### src/rtl/usrt_ctrl.sv
// APB-programmable synchronous serial transmitter: TX FIFO, bit-clock divider, start/8N/stop framing.
// Optional interrupt output enabled with the USRT_CTRL_IRQ_EN macro.
module usrt_ctrl #(
  parameter int FIFO_DEPTH = 4
) (
  input  logic        pClk,
  input  logic        pReset,
  input  logic        pSelect,
  input  logic        pEnable,
  input  logic        pWrite,
  input  logic [32:0] pAddress,
  input  logic [7:0]  pWData,
  output logic [7:0]  pRData,
  output logic        pReady,
  output logic        uClk,
  output logic        uTxd
`ifdef USRT_CTRL_IRQ_EN
  ,
  output logic        irq
`endif
);

  localparam int AW = $clog2(FIFO_DEPTH);
  localparam logic [AW:0] DEPTH_C = (AW+1)'(FIFO_DEPTH);

  typedef enum logic [1:0] {IDLE, START, DATA, STOP} stateT;

  logic rstMeta, rstN;
  logic access, wrAcc, rdAcc, pushReq, push, pop, ctrlWr;
  logic [1:0] addr;
  logic unusedAddr;
  logic enReg, enNext, run, reload, fallTick, ieBit;
  logic [7:0] divReg, divNxt, divCur, divCnt, rdData, shiftReg;
  logic ovf, empty, full, busy;
  logic [7:0] mem [FIFO_DEPTH];
  logic [AW-1:0] wrPtr, rdPtr;
  logic [AW:0] count;
  logic [2:0] bitCnt;
  stateT state, stateNxt;

  // Reset asserts asynchronously, deasserts on the second pClk edge
  always_ff @(posedge pClk or negedge pReset) begin
    if (!pReset) begin
      rstMeta <= 1'b0;
      rstN    <= 1'b0;
    end else begin
      rstMeta <= 1'b1;
      rstN    <= rstMeta;
    end
  end

  assign addr       = pAddress[1:0];
  assign unusedAddr = ^pAddress[32:2];
  assign access     = pSelect & pEnable & rstN;
  assign wrAcc      = access & pWrite;
  assign rdAcc      = access & ~pWrite;
  assign pReady     = access;
  assign ctrlWr     = wrAcc & (addr == 2'd2);
  assign pushReq    = wrAcc & (addr == 2'd0);
  assign push       = pushReq & (~full | pop);

  // Abort takes effect on the same edge that commits EN=0
  assign enNext   = ctrlWr ? pWData[0] : enReg;
  assign run      = enReg & enNext;
  assign divNxt   = (wrAcc && addr == 2'd3) ? pWData : divReg;
  assign reload   = run & (divCnt == divCur);
  assign fallTick = reload & uClk;

  assign empty = (count == '0);
  assign full  = (count == DEPTH_C);
  assign busy  = (state != IDLE);

  always_ff @(posedge pClk or negedge rstN) begin
    if (!rstN) begin
      enReg  <= 1'b0;
      divReg <= 8'd0;
      ovf    <= 1'b0;
    end else begin
      enReg  <= enNext;
      divReg <= divNxt;
      if (pushReq && full && !pop)
        ovf <= 1'b1;
      else if (wrAcc && addr == 2'd1 && pWData[3])
        ovf <= 1'b0;
    end
  end

`ifdef USRT_CTRL_IRQ_EN
  logic ieReg;
  always_ff @(posedge pClk or negedge rstN) begin
    if (!rstN) begin
      ieReg <= 1'b0;
      irq   <= 1'b0;
    end else begin
      if (ctrlWr) ieReg <= pWData[1];
      irq <= ieReg & empty & ~busy;
    end
  end
  assign ieBit = ieReg;
`else
  assign ieBit = 1'b0;
`endif

  // FIFO storage carries no reset; pointers and count do
  always_ff @(posedge pClk) begin
    if (push) mem[wrPtr] <= pWData;
  end

  always_ff @(posedge pClk or negedge rstN) begin
    if (!rstN) begin
      wrPtr <= '0;
      rdPtr <= '0;
      count <= '0;
    end else begin
      if (push) wrPtr <= wrPtr + 1'b1;
      if (pop)  rdPtr <= rdPtr + 1'b1;
      case ({push, pop})
        2'b10:   count <= count + 1'b1;
        2'b01:   count <= count - 1'b1;
        default: count <= count;
      endcase
    end
  end

  // Divider reloads from DIV only at a toggle so a half-period is never cut short
  always_ff @(posedge pClk or negedge rstN) begin
    if (!rstN) begin
      divCnt <= 8'd0;
      divCur <= 8'd0;
      uClk   <= 1'b1;
    end else if (!run) begin
      divCnt <= 8'd0;
      divCur <= divNxt;
      uClk   <= 1'b1;
    end else if (reload) begin
      divCnt <= 8'd0;
      divCur <= divNxt;
      uClk   <= ~uClk;
    end else begin
      divCnt <= divCnt + 8'd1;
    end
  end

  always_ff @(posedge pClk or negedge rstN) begin
    if (!rstN) state <= IDLE;
    else       state <= stateNxt;
  end

  always_comb begin
    stateNxt = state;
    pop      = 1'b0;
    if (!run) begin
      stateNxt = IDLE;
    end else if (fallTick) begin
      case (state)
        IDLE:  if (!empty) begin pop = 1'b1; stateNxt = START; end
        START: stateNxt = DATA;
        DATA:  if (bitCnt == 3'd7) stateNxt = STOP;
        STOP:  begin
          if (!empty) begin pop = 1'b1; stateNxt = START; end
          else stateNxt = IDLE;
        end
        default: stateNxt = IDLE;
      endcase
    end
  end

  always_ff @(posedge pClk) begin
    if (pop)
      shiftReg <= mem[rdPtr];
    else if (fallTick && (state == START || state == DATA))
      shiftReg <= {1'b0, shiftReg[7:1]};
  end

  // Line output: bit 0 leaves at the START->DATA tick, bitCnt counts the bits already sent after it
  always_ff @(posedge pClk or negedge rstN) begin
    if (!rstN) begin
      uTxd   <= 1'b1;
      bitCnt <= 3'd0;
    end else if (!run) begin
      uTxd   <= 1'b1;
      bitCnt <= 3'd0;
    end else if (fallTick) begin
      case (state)
        IDLE:  uTxd <= ~pop;
        START: begin
          uTxd   <= shiftReg[0];
          bitCnt <= 3'd0;
        end
        DATA:  begin
          if (bitCnt == 3'd7) uTxd <= 1'b1;
          else                uTxd <= shiftReg[0];
          bitCnt <= bitCnt + 3'd1;
        end
        STOP:  uTxd <= ~pop;
        default: uTxd <= 1'b1;
      endcase
    end
  end

  always_comb begin
    rdData = 8'h00;
    case (addr)
      2'd1:    rdData = {4'b0, ovf, busy, full, empty};
      2'd2:    rdData = {6'b0, ieBit, enReg};
      2'd3:    rdData = divReg;
      default: rdData = 8'h00;
    endcase
  end

  assign pRData = rdAcc ? rdData : 8'h00;

endmodule
### config.mk
export PLATFORM = sky130hd
export DESIGN_NAME = usrt_ctrl
export DESIGN_NICKNAME = d
export VERILOG_FILES = /design/src/rtl/usrt_ctrl.sv
export SDC_FILE = /design/constraint.sdc
export NUM_CORES = 1
export LEC_CHECK = 0
export CORE_ASPECT_RATIO = 0.9
export CORE_MARGIN = 3
export CORE_UTILIZATION = 45
export CTS_CLUSTER_SIZE = 25
export DETAILED_ROUTE_END_ITERATION = 10
export GPL_ROUTABILITY_DRIVEN = 0
export PLACE_DENSITY = 0.71
export RECOVER_POWER = 25
export SETUP_SLACK_MARGIN = 0.2
export SKIP_LAST_GASP = 1
export SLEW_MARGIN = 20
export SYNTH_ARGS = -nofsm -noshare
export SYNTH_HDL_FRONTEND = slang
export SYNTH_SLANG_ARGS = --single-unit
### constraint.sdc
create_clock -name pClk -period 2.5 [get_ports pClk]
set_clock_uncertainty 0.1 [all_clocks]
set_input_delay 0.375 -clock pClk [delete_from_list [all_inputs] [get_ports pClk]]
set_output_delay 0.375 -clock pClk [all_outputs]
set_load 0.005 [all_outputs]
## Word level (Yosys, flattened, before mapping)

Memories as Yosys holds them, arrays and structs flattened.
Cells that the tools add are included.

- Memory bits (read-only): 0
- Flip-flop bits (word level): 50
- Output and inout bits: 11
- Bits in latches: 0
- RAM bits: 32
- Memories: 1

- Eq/ne operators: 16
- Shifts and indexed selects: 0
- Add/subtract/negate cells: 6
- Bitwise gates (word level): 15
- Muxes and demuxes: 34
- Reductions and logical operators: 18
- $mul: 0
- Divide/modulo/power cells: 0
- Order comparisons: 0

Memory list:

| memory | depth | bits a word | read ports | clocked after Yosys merged registers in | write ports | RTL line | RTL |
|---|---|---|---|---|---|---|---|
| mem | 4 | 8 | 1 | 0 | 1 | 35 | `logic [7:0] mem [FIFO_DEPTH];` |

Operator list:

| cell | number |
|---|---|
| 2-to-1 mux 8 bit | 8 |
| one-hot mux 8 bit (3 select lines) | 1 |
| 2-to-1 mux 1 bit | 15 |
| one-hot mux 3 bit (2 select lines) | 2 |
| AND 1 bit | 10 |
| == test 2 bit (second input constant) | 5 |
| adder 8 x 1 -> 8 bit (second input constant) | 1 |
| == test 8 bit | 1 |
| 2-to-1 mux 2 bit | 4 |
| one-hot mux 2 bit (4 select lines) | 1 |
| nonzero test 2 bit | 4 |
| adder 3 x 1 -> 3 bit (second input constant) | 2 |
| == test 2 x 1 -> 1 bit (second input constant) | 3 |
| == test 3 bit (second input constant) | 2 |
| logical AND 1 bit | 6 |
| 2-to-1 mux 3 bit | 2 |
| != test 3 bit (second input constant) | 2 |
| adder 2 x 1 -> 2 bit (second input constant) | 2 |
| zero test 2 bit | 2 |
| != test 2 x 1 -> 1 bit (second input constant) | 2 |
| NOT 1 bit | 4 |
| zero test 3 bit | 1 |
| != test 3 x 1 -> 1 bit (second input constant) | 1 |
| one-hot mux 1 bit (3 select lines) | 1 |
| other kinds (7) | 7 |

## Longest topological paths before layout

- Word-level depth: 14
- Mapped depth: 11
- Gate-level depth less buffers: 11

## Worst setup path before layout

No wires, ideal clock.

- Path kind: register to register
- Start point: register rstN
- End point: register count[2]
- Path buffers: 0
- Cell stages (with the launch flop): 12
- Required time: 2.321 ns
- Period minus slack after synthesis: 3.438 ns
- Arrival time: 3.259 ns
- Slack: -0.938 ns
- Path through: dfrtp_1 > nand2b_2 > o311ai_4 > nor2_1 > and3_1 > o21ai_0 > ha_1 > inv_1 > fa_1 > xor2_1 > nor2_1 > xor2_1

- Longest elaborated chain between the ends: 13

RTL lines:

| what | RTL line | RTL |
|---|---|---|
| from (decl) | 28 | `logic rstMeta, rstN;` |
| from (signal assigned) | 48 | `rstN <= rstMeta;` |
| AND 1 bit (*) | 54 | `assign access = pSelect & pEnable & rstN;` |
| AND 1 bit (*) | 55 | `assign wrAcc = access & pWrite;` |
| AND 1 bit (*) | 58 | `assign ctrlWr = wrAcc & (addr == 2'd2);` |
| 2-to-1 mux 1 bit (*) | 63 | `assign enNext = ctrlWr ? pWData[0] : enReg;` |
| AND 1 bit (*) | 64 | `assign run = enReg & enNext;` |
| AND 1 bit | 66 | `assign reload = run & (divCnt == divCur);` |
| AND 1 bit | 67 | `assign fallTick = reload & uClk;` |
| 2-to-1 mux 1 bit | 154 | `end else if (fallTick) begin` |
| 2-to-1 mux 1 bit (*) | 152 | `if (!run) begin` |
| via pop | 29 | `logic access, wrAcc, rdAcc, pushReq, push, pop, ctrlWr;` |
| OR 1 bit | 60 | `assign push = pushReq & (~full \| pop);` |
| AND 1 bit | 60 |  |
| == test 2 x 1 -> 1 bit / == test 2 bit (equally long branches) | 117 | `case ({push, pop})` |
| one-hot mux 3 bit (2 select lines) / nonzero test 2 bit (equally long branches) | - |  |
| to (signal assigned) | 118 | `2'b10: count <= count + 1'b1;` |
| to (signal assigned) | 119 | `2'b01: count <= count - 1'b1;` |
| to (signal assigned) | 120 | `default: count <= count;` |
| to (decl) | 37 | `logic [AW:0] count;` |

The timed path passes the listed nets; every way through them passes the cells marked *.
A chain may end at the register's enable or synchronous reset.

## Worst setup path after layout

- Start point: register count[0]
- End point: output pRData[0]

- Longest elaborated chain between the ends: 3

RTL lines:

| what | RTL line | RTL |
|---|---|---|
| zero test 3 bit | 69 | `assign empty = (count == '0);` |
| one-hot mux 8 bit (3 select lines) | 203 | `case (addr)` |
| 2-to-1 mux 8 bit | 211 | `assign pRData = rdAcc ? rdData : 8'h00;` |
| to (decl) | 13 | `output logic [7:0] pRData,` |

No other way between the ends.

==> impl_metrics.env <==
export IMPL_worst_setup_path_type="reg -> out"
export IMPL_tightest_slew_ns=0.8977
export IMPL_clk_root_buffer_cell="clkbuf_8"
export IMPL_grt_pass1_vias=2614
export IMPL_dr_pass1_iters=4
export IMPL_synth_top_area_share_pct=30.63
export IMPL_overflow=0
export IMPL_cp_arrival_ns=1.95
export IMPL_path_clk_slew_ns=0.09
export IMPL_dp_hpwl_um=5639
export IMPL_worst_ep_required_time_ns=2.03
export IMPL_cts_num_sinks=82
export IMPL_ys_types=50
export IMPL_cellLeakagePower_nw=2.058
export IMPL_cts_inserted_buffers=9
export IMPL_vias=2515
export IMPL_design_core_area_um2=8262
export IMPL_clock_latency_ns=0.36
export IMPL_die_h_um=94.56
export IMPL_cts_max_level=3
export IMPL_maxSlewHeadroom_pct=40.15
export IMPL_power_mw=3.636
export IMPL_synth_edff_count=40
export IMPL_min_path_type="in -> async"
export IMPL_crit_start="count[0]"
export IMPL_r2r_start="count[0]"
export IMPL_hold_slack_ns=0.1372
export IMPL_rrSetupSlack_ns=0.10
export IMPL_wirelength_um=8018
export IMPL_post_drt_via_cell_ratio=5.154
export IMPL_slew_violations=0
export IMPL_period_share_pct=97.17
export IMPL_n_antenna_cell=0
export IMPL_cts_tree="done"
export IMPL_grt_pass1_wl_um=13200
export IMPL_hold_viol_final=0
export IMPL_ctsHoldBuffers=0
export IMPL_endpoint_kind="output port"
export IMPL_remaining_drc_errors=0
export IMPL_start_util_pct=47.46
export IMPL_maxCapViolCount=0
export IMPL_ys_ff_latch=82
export IMPL_max_freq_mhz=411.7
export IMPL_power_density_nw_per_um2=731.8
export IMPL_yosysTopAreaCell="edfxtp_1"
export IMPL_nets=428
export IMPL_port_buffers=25
export IMPL_seq_area_frac_synth_pct=57.50
export IMPL_crit_path_start_kind="flop"
export IMPL_peakVddDrop_v=0.0004788
export IMPL_die_area_um2=9871
export IMPL_synth_area_um2=3921
export IMPL_ant_nets=0
export IMPL_yosys_warnings=0
export IMPL_area_growth_pct=26.71
export IMPL_synth_avg_cell_area_um2=13.52
export IMPL_routedWlPerCell_um=16.43
export IMPL_drive_above_1_share_pct=33.78
export IMPL_run_status="completed"
export IMPL_max_clock_path_buffers=2
export IMPL_synth_area_leaders="edfxtp_1 (31%), dfrtp_1 (26%), mux2_2 (4.9%)"
export IMPL_rows=31
export IMPL_final_common_cell="buf_4"
export IMPL_syn_instance_count=290
export IMPL_setup_viol=0
export IMPL_antenna_found_initial=0
export IMPL_dominantRegCellSynth="edfxtp_1"
export IMPL_rsz0062_at_grt="true"
export IMPL_period_needed_ns=2.429
export IMPL_die_x_um=104.4
export IMPL_grt_total_usage_pct=17.51
export IMPL_synthArstFlopShare_pct=51.22
export IMPL_synth_fp_nets=350
export IMPL_drtIter0Drc=102
export IMPL_io_pins=57
export IMPL_path_max_fanout=3
export IMPL_grt_max_degree=36
export IMPL_layout_common_cells="buf_4 (41), edfxtp_1 (40), dfrtp_1 (39)"
-- path summary, 6_finish.rpt --
kind                             end  cells after the start
setup / recovery           pRData[0]                      6
hold / removal                  rstN                      1
setup reg to reg            count[2]                     11
hold reg to reg                 rstN                      0
max in group asynchronous   rdPtr[1]                      2
min in group pClk               rstN                      0
-- worst max-delay path: stages, from the launching register on --
cell and delay [ns]:
dfrtp_1 0.39, or3_4 0.43, buf_4 0.17, o21ai_1 0.12, a21oi_1 0.08, nor3_1 0.15
dlygate4sd2_1 0.26
-- per-layer routing --
metal,wire length (um),global-route usage (%),part of all wire [%],vias to the layer above
met5,0,0,0,-
met4,61,3.987,0.76,0
met3,216,5.058,2.7,7
met2,3984,29.25,50,29
met1,3756,22.88,47,1266
li1,-,-,-,1213
-- flip-flops by register name (all words and copies together), names as in the netlist, 2 cells and up --
register	cells
divCnt	8
wrPtr	2
divCur	8
bitCnt	3
shiftReg	8
state	2
divReg	8
count	3
mem	32
rdPtr	2
-- Yosys cell counts (all sizes together), types with 2 or more instances --
master	n
dfstp	2
nor2	22
mux2i	2
xnor2	13
inv	14
nand2b	4
or3	4
and3	10
clkbuf	5
o22ai	4
buf	5
ha	13
nand2	17
o21ai	4
o31a	3
mux2	24
xor2	7
nand3	12
edfxtp	40
o211ai	3
dfrtp	40
a21oi	8
o31ai	2
or4	2
mux4	8
nand4	4
nor3	7
-- timing repair --
| item | CTS | global route |
|---|---|---|
| pin swaps | 11 | 4 |
| endpoints found under the setup margin | 18 | 35 |
| buffers inserted | 9 | 3 |
| gates resized for setup | 27 | 9 |
-- area by class of cell --
cell class | count | area [um2]
clock inverters | 6 | 51.30
repair buffers | 77 | 691.9
fillers | 683 | 3293
clock buffers | 10 | 127.6
well taps | 115 | 143.9
inverters | 14 | 52.55
multi-input cells | 184 | 1643
flip-flops and latches | 82 | 2258
-- metrics by stage --
| step | util (%) | instances | setup slack, ns | TNS [ns] | cell area [um2] |
|---|---|---|---|---|---|
| after floorplan | - | 290 | -0.1238 | -0.1403 | 3958 |
| after global placement | 56.43 | 460 | -0.2687 | -1.596 | 4662 |
| after detailed placement | 56.43 | 460 | -0.3074 | -1.665 | 4662 |
| after CTS | 59.78 | 485 | 0.01500 | 0 | 4938 |
| after global routing | 60.14 | 488 | -0.05512 | -0.09980 | 4969 |
| final | 60.14 | 488 | 0.07086 | 0 | 4969 |
-- cell families (layout without fill, tap and decap cells) --
family / Yosys count / after routing / share of synthesized area, %
buffers and inverters: 24 / 107 / 2.999
xor gates and xnor gates: 20 / 20 / 4.467
AOI/OAI and AO/OA: 30 / 30 / 6.095
DFF: 82 / 82 / 57.50
adders and majority gates: 14 / 14 / 4.659
other: 1 / 1 / 0.09563
muxes: 34 / 34 / 12.48
and+or+nand+nor: 85 / 85 / 11.71
-- power breakdown --
part	switching [mW]	total [mW]	internal, mW
combinational	0.477	1.02	0.540
sequential	0.164	1.73	1.57
clock	0.512	0.885	0.373
Note: power is estimated with default switching activity, not from simulation.
